<file path="src/rtl/int_to_fp32.sv">
// ---------------------------------------------------------------------------
// int_to_fp32
//
// Multi-cycle converter from a 32-bit two's-complement integer to an IEEE 754
// single-precision word. The magnitude is normalised one bit per cycle and
// then rounded once. One conversion is held in flight; both sides use
// valid/ready handshakes.
//
// Parameters:
//   ROUND_MODE  0 = round-to-nearest-even, 1 = truncate toward zero
//   BIAS        exponent bias added to the unbiased exponent
//
// Ports:
//   clk        clock, all state changes on the rising edge
//   rst        asynchronous active-high reset
//   in_valid   in_data valid
//   in_ready   converter can accept an operand (IDLE only)
//   in_data    signed two's-complement integer
//   out_valid  result valid, held until consumed (DONE only)
//   out_ready  consumer accepts result
//   result     IEEE 754 single {sign, exp[7:0], mant[22:0]}
//   inexact    result differs from the exact integer; qualified by out_valid
//
// State table:
//   state | meaning
//   IDLE  | waiting for an operand, in_ready=1
//   NORM  | shifting mag left until mag[31]=1 (or mag==0)
//   ROUND | round the 24-bit significand and register the result
//   DONE  | result presented, out_valid=1, waiting for out_ready
// ---------------------------------------------------------------------------
module int_to_fp32 #(
    parameter int ROUND_MODE = 0,
    parameter int BIAS       = 127
) (
    input  logic        clk,
    input  logic        rst,
    input  logic        in_valid,
    output logic        in_ready,
    input  logic [31:0] in_data,
    output logic        out_valid,
    input  logic        out_ready,
    output logic [31:0] result,
    output logic        inexact
);

    typedef enum logic [1:0] {
        IDLE  = 2'd0,
        NORM  = 2'd1,
        ROUND = 2'd2,
        DONE  = 2'd3
    } state_t;

    // Exponent of a value whose leading one sits at bit 31.
    localparam logic [7:0] EXP_INIT = 8'(BIAS + 31);

    state_t      state_q,   state_d;
    logic [31:0] mag_q,     mag_d;
    logic [7:0]  exp_q,     exp_d;
    logic        sign_q,    sign_d;
    logic [31:0] result_q,  result_d;
    logic        inexact_q, inexact_d;

    // Rounding fields, only meaningful while in ROUND (mag_q[31]=1 there).
    logic [22:0] mant_f;
    logic        guard;
    logic        sticky;
    logic        round_up;
    logic [23:0] mant_sum;
    logic [22:0] mant_rnd;
    logic [7:0]  exp_rnd;

    // -----------------------------------------------------------------------
    // State and datapath registers
    // -----------------------------------------------------------------------
    always_ff @(posedge clk or posedge rst) begin
        if (rst) begin
            state_q   <= IDLE;
            mag_q     <= 32'd0;
            exp_q     <= 8'd0;
            sign_q    <= 1'b0;
            result_q  <= 32'd0;
            inexact_q <= 1'b0;
        end else begin
            state_q   <= state_d;
            mag_q     <= mag_d;
            exp_q     <= exp_d;
            sign_q    <= sign_d;
            result_q  <= result_d;
            inexact_q <= inexact_d;
        end
    end

    // -----------------------------------------------------------------------
    // Next-state logic
    // -----------------------------------------------------------------------
    always_comb begin
        state_d = state_q;
        case (state_q)
            IDLE: begin
                if (in_valid) state_d = NORM;
            end
            NORM: begin
                if (mag_q == 32'd0)  state_d = DONE;
                else if (mag_q[31])  state_d = ROUND;
            end
            ROUND: begin
                state_d = DONE;
            end
            DONE: begin
                if (out_ready) state_d = IDLE;
            end
            default: state_d = IDLE;
        endcase
    end

    // -----------------------------------------------------------------------
    // Rounding
    // -----------------------------------------------------------------------
    always_comb begin
        mant_f   = mag_q[30:8];
        guard    = mag_q[7];
        sticky   = |mag_q[6:0];
        round_up = (ROUND_MODE == 0) && guard && (sticky || mant_f[0]);
        mant_sum = {1'b0, mant_f} + {23'd0, round_up};
        // A carry out of the 23-bit fraction means the significand reached
        // 2.0: the fraction wraps to zero and the exponent steps up. The
        // largest input exponent here is BIAS+30, so this cannot overflow.
        if (mant_sum[23]) begin
            mant_rnd = 23'd0;
            exp_rnd  = exp_q + 8'd1;
        end else begin
            mant_rnd = mant_sum[22:0];
            exp_rnd  = exp_q;
        end
    end

    // -----------------------------------------------------------------------
    // Datapath next values
    // -----------------------------------------------------------------------
    always_comb begin
        mag_d     = mag_q;
        exp_d     = exp_q;
        sign_d    = sign_q;
        result_d  = result_q;
        inexact_d = inexact_q;
        case (state_q)
            IDLE: begin
                if (in_valid) begin
                    sign_d = in_data[31];
                    // -2^31 negates to itself, which is the correct
                    // unsigned magnitude 0x80000000.
                    mag_d  = in_data[31] ? (~in_data + 32'd1) : in_data;
                    exp_d  = EXP_INIT;
                end
            end
            NORM: begin
                if (mag_q == 32'd0) begin
                    // Zero is always +0, whatever sign was latched.
                    result_d  = 32'd0;
                    inexact_d = 1'b0;
                end else if (!mag_q[31]) begin
                    mag_d = {mag_q[30:0], 1'b0};
                    exp_d = exp_q - 8'd1;
                end
            end
            ROUND: begin
                result_d  = {sign_q, exp_rnd, mant_rnd};
                inexact_d = guard | sticky;
            end
            default: ;
        endcase
    end

    // -----------------------------------------------------------------------
    // Outputs
    // -----------------------------------------------------------------------
    always_comb begin
        in_ready  = (state_q == IDLE);
        out_valid = (state_q == DONE);
        result    = result_q;
        inexact   = inexact_q;
    end

endmodule

</file>
<file path="config.mk">
export PLATFORM = sky130hd
export DESIGN_NAME = int_to_fp32
export DESIGN_NICKNAME = d
export VERILOG_FILES = /design/src/rtl/int_to_fp32.sv
export SDC_FILE = /design/constraint.sdc
export NUM_CORES = 1
export LEC_CHECK = 0
export BUFFER_PORTS_ARGS = -buffer_cell sky130_fd_sc_hd__buf_2
export CORE_MARGIN = 4
export CORE_UTILIZATION = 55
export CTS_BUF_LIST = sky130_fd_sc_hd__clkbuf_8
export CTS_CLUSTER_DIAMETER = 50
export CTS_CLUSTER_SIZE = 28
export DETAILED_ROUTE_END_ITERATION = 7
export PLACE_DENSITY = 0.77
export RECOVER_POWER = 50
export SLEW_MARGIN = 15
export SYNTH_ARGS = -nofsm -noshare
export SYNTH_HDL_FRONTEND = slang
export SYNTH_SLANG_ARGS = --single-unit
</file>
<file path="constraint.sdc">
create_clock -name clk -period 3.1 [get_ports clk]
set_clock_uncertainty 0.15 [all_clocks]
set_input_delay 0.62 -clock clk [delete_from_list [all_inputs] [get_ports clk]]
set_output_delay 0.62 -clock clk [all_outputs]
set_load 0.01 [all_outputs]
</file>
==> results.json <==
{
  "cp_max_fo": 20,
  "placementRows": 33,
  "critPathRequiredTime_ns": 3.21,
  "cap_violations": 1,
  "wl_per_cell_um": 17.7,
  "min_path_cells": 2,
  "ys_seq_area_share_pct": 40.1,
  "clkSinkCount": 76,
  "rsz0062_at_grt": "no",
  "final_nets": 637,
  "instances_no_fill": 703,
  "reg2reg_slack_ns": 0.27,
  "synthesis.nets": 575,
  "ys_ff_latch": 76,
  "place_inst": 687,
  "fmax_ghz": 0.353,
  "insertion_delay_ns": 0.35,
  "portBuffers": 70,
  "path_clk_slew_ns": 0.09,
  "finalCritPeriodShare_pct": 91.3,
  "coreArea_sq_um": 8300,
  "grt_antenna_before_repair": 0,
  "hold_path_end": "result[1]",
  "syn_inst": 531,
  "crit_type": "reg -> reg",
  "cts_resized": 0,
  "min_path_type": "reg -> reg",
  "synth_top_area_share_pct": 40.1,
  "dr.pass1.iters": 8,
  "worst_slack_ns": 0.270,
  "area_delta_synth_final_pct": 15.1,
  "p_leak_nw": 2.25,
  "ctsHoldBuffers": 0,
  "insertedDiodeCount": 0,
  "fillers": 712,
  "h-tree-depth": 3,
  "ioPinCount": 71,
  "setup_tns_ns": 0,
  "syn_area_per_cell_sq_um": 8.92,
  "yosysTopAreaCell": "dfrtp_1",
  "synthTopCellsByArea": "dfrtp_1 40%, xor2_1 6.5%, o21ai_0 5.0%",
  "post_cts_buffers": 0,
  "grt_pass1_vias": 4044,
  "cp.arrival_ns": 2.94,
  "drt-total-wl_um": 12500,
  "die-area_sq_um": 10200,
  "numCtsBuffers": 9,
  "critPathLaunchType": "flop",
  "grt_pass1_wl_um": 20100,
  "drive_gt1_share_pct": 18.4,
  "violations": "max-capacitance violations, max-slew violations",
  "initial_core_util_pct": 57.1,
  "finalMaxSlewViolations": 77,
  "grt_usage_pct": 24.9,
  "pre_cts_slack_ns": 0.00891,
  "hold_violations": 0,
  "cts_tree": "done",
  "finalSetupViolCount": 0,
  "dp_hpwl_um": 8890,
  "yosysWarnings": 0,
  "clock_path_buffers": 2,
  "endpoint_kind": "flop",
  "drtIter0Drc": 533,
  "synth_edf_count": 0,
  "ys_async_sr_fraction_pct": 100,
  "route.detailed.drc": 0,
  "r2r-end": "result[0]",
  "status": "complete, but fails checks",
  "register_area_sq_um": 1900,
  "ys.flop_type": "dfrtp_1",
  "cts_root_buffer": "clkbuf_8",
  "synth_area_sq_um": 4740,
  "vias": 4431,
  "slew-limit-headroom_pct": -26.7,
  "vias_per_cell": 6.30,
  "tightest_slew_ns": 1.90,
  "ys_types": 55,
  "hold_start": "result[1]",
  "power_density_nw_per_um2": 887,
  "antenna_left": 0,
  "fp.dieH_um": 101,
  "grt_max_degree": 77,
  "r2r.worst_path.cells": 5,
  "place_congestion": 0.866,
  "irDropWorstVdd_mv": 0.381,
  "r2r-start": "mag_q[10]",
  "grt_overflow": 0,
  "multi_input_area_sq_um": 2590,
  "die_w_um": 101,
  "fin_crit_ns": 2.83
}
[cells by family (layout without fill, tap and decap cells)]
| kind of cell | count (synthesis) | after routing | synth area share (%) |
|---|---|---|---|
| compound gates | 133 | 133 | 18.8 |
| fa+ha+maj | 8 | 8 | 2.11 |
| mux | 13 | 13 | 2.96 |
| buf+inv | 63 | 130 | 5.33 |
| xor+xnor | 56 | 56 | 10.4 |
| simple gates | 182 | 182 | 20.3 |
| flops | 76 | 76 | 40.1 |
[power by group]
group | leakage, nW | internal, mW | switching [mW]
Sequential | 0.917 | 1.38 | 0.474
Combinational | 1.20 | 0.862 | 1.17
Clock | 0.128 | 0.559 | 0.399
[final cells by class]
| type | instances | area share [%] |
|---|---|---|
| Clock buffer | 10 | 2.52 |
| Sequential cell | 76 | 34.9 |
| Clock inverter | 6 | 2.04 |
| Tap cell | 105 | 2.41 |
| Timing Repair Buffer | 94 | 9.32 |
| Inverter | 20 | 1.38 |
| Multi-Input combinational cell | 392 | 47.4 |
[stage by stage]
step | area (sq um) | hold WS, ns | power, mW | utilization [%]
floorplan | 4740 | 0.329 | 3.16 | -
global placement | 5240 | 0.307 | 3.79 | 63.1
detailed placement | 5240 | 0.315 | 3.88 | 63.1
CTS | 5490 | 0.202 | 4.84 | 66.1
global route | 5450 | 0.356 | 5.16 | 65.7
finish | 5450 | 0.331 | 4.84 | 65.7
[registers in the layout, summed over array words and instances (netlist names)]
register  cells
mag_q        32
result       32
exp_q         8
state_q       2
inexact       1
sign_q        1
[routing by layer]
layer  up-vias  wire [um]  GRT usage [%]
met4         0        290           11.6
met1      2063       5300           35.2
met2       254       5700           37.5
met5         -          0              0
li1       2081          -              -
met3        33       1180           3.88
[synthesized netlist by cell type, types with 5 or more instances]
| library cell | number |
|---|---|
| dfrtp_1 | 76 |
| nand2_1 | 53 |
| o21ai_0 | 47 |
| clkbuf_1 | 39 |
| xor2_1 | 35 |
| nand3_1 | 22 |
| xnor2_1 | 21 |
| inv_1 | 20 |
| a21oi_1 | 18 |
| nor2_1 | 18 |
| o41ai_1 | 17 |
| nor4_1 | 16 |
| nor3_1 | 14 |
| o32ai_1 | 13 |
| or3_1 | 12 |
| nand4_1 | 11 |
| nand3b_1 | 10 |
| ha_1 | 8 |
| mux2_2 | 8 |
| o31ai_1 | 8 |
| or4_1 | 6 |
| mux2i_1 | 5 |
[worst max-delay path by stage]
stage	startpoint	end	slack, ns	depth (start not counted)
6_report	mag_q[10]	result[0]	0.27	5
5_1_grt	mag_q[10]	result[0]	0.05	5
4_1_cts	mag_q[10]	result[0]	0.25	5
3_5_place_dp	in_data[6]	mag_q[29]	0.009	6
3_3_place_gp	in_data[6]	mag_q[29]	0.04	6
2_1_floorplan	in_data[6]	mag_q[29]	0.10	7
[layout by cell type, fill, tap and decap left out, drive strengths merged, types with 3 or more instances in the layout]
cell type / synthesis / final
nand2: 53 / 53
o31ai: 8 / 8
xnor2: 21 / 21
nor2: 18 / 18
nor4: 16 / 16
ha: 8 / 8
o32ai: 13 / 13
or3: 12 / 12
inv: 20 / 22
nor3: 14 / 14
a31oi: 3 / 3
or4: 8 / 8
mux2: 8 / 8
xor2: 35 / 35
bufinv: 0 / 3
or2: 4 / 4
buf: 4 / 77
o21ai: 48 / 48
mux2i: 5 / 5
nand3: 22 / 22
nand4: 11 / 11
clkbuf: 39 / 27
o41ai: 17 / 17
nand3b: 10 / 10
a21oi: 18 / 18
o211ai: 4 / 4
dfrtp: 76 / 76
nand2b: 3 / 3
[worst max-delay path: stages (launching register included)]
cell and delay, ns:
dfrtp_1 0.47, nor4_1 0.43, nand4_1 0.37, o31a_1 0.42, nand3b_1 0.52, o21ai_0 0.36
No activity file was read; power rests on OpenSTA's default activity.
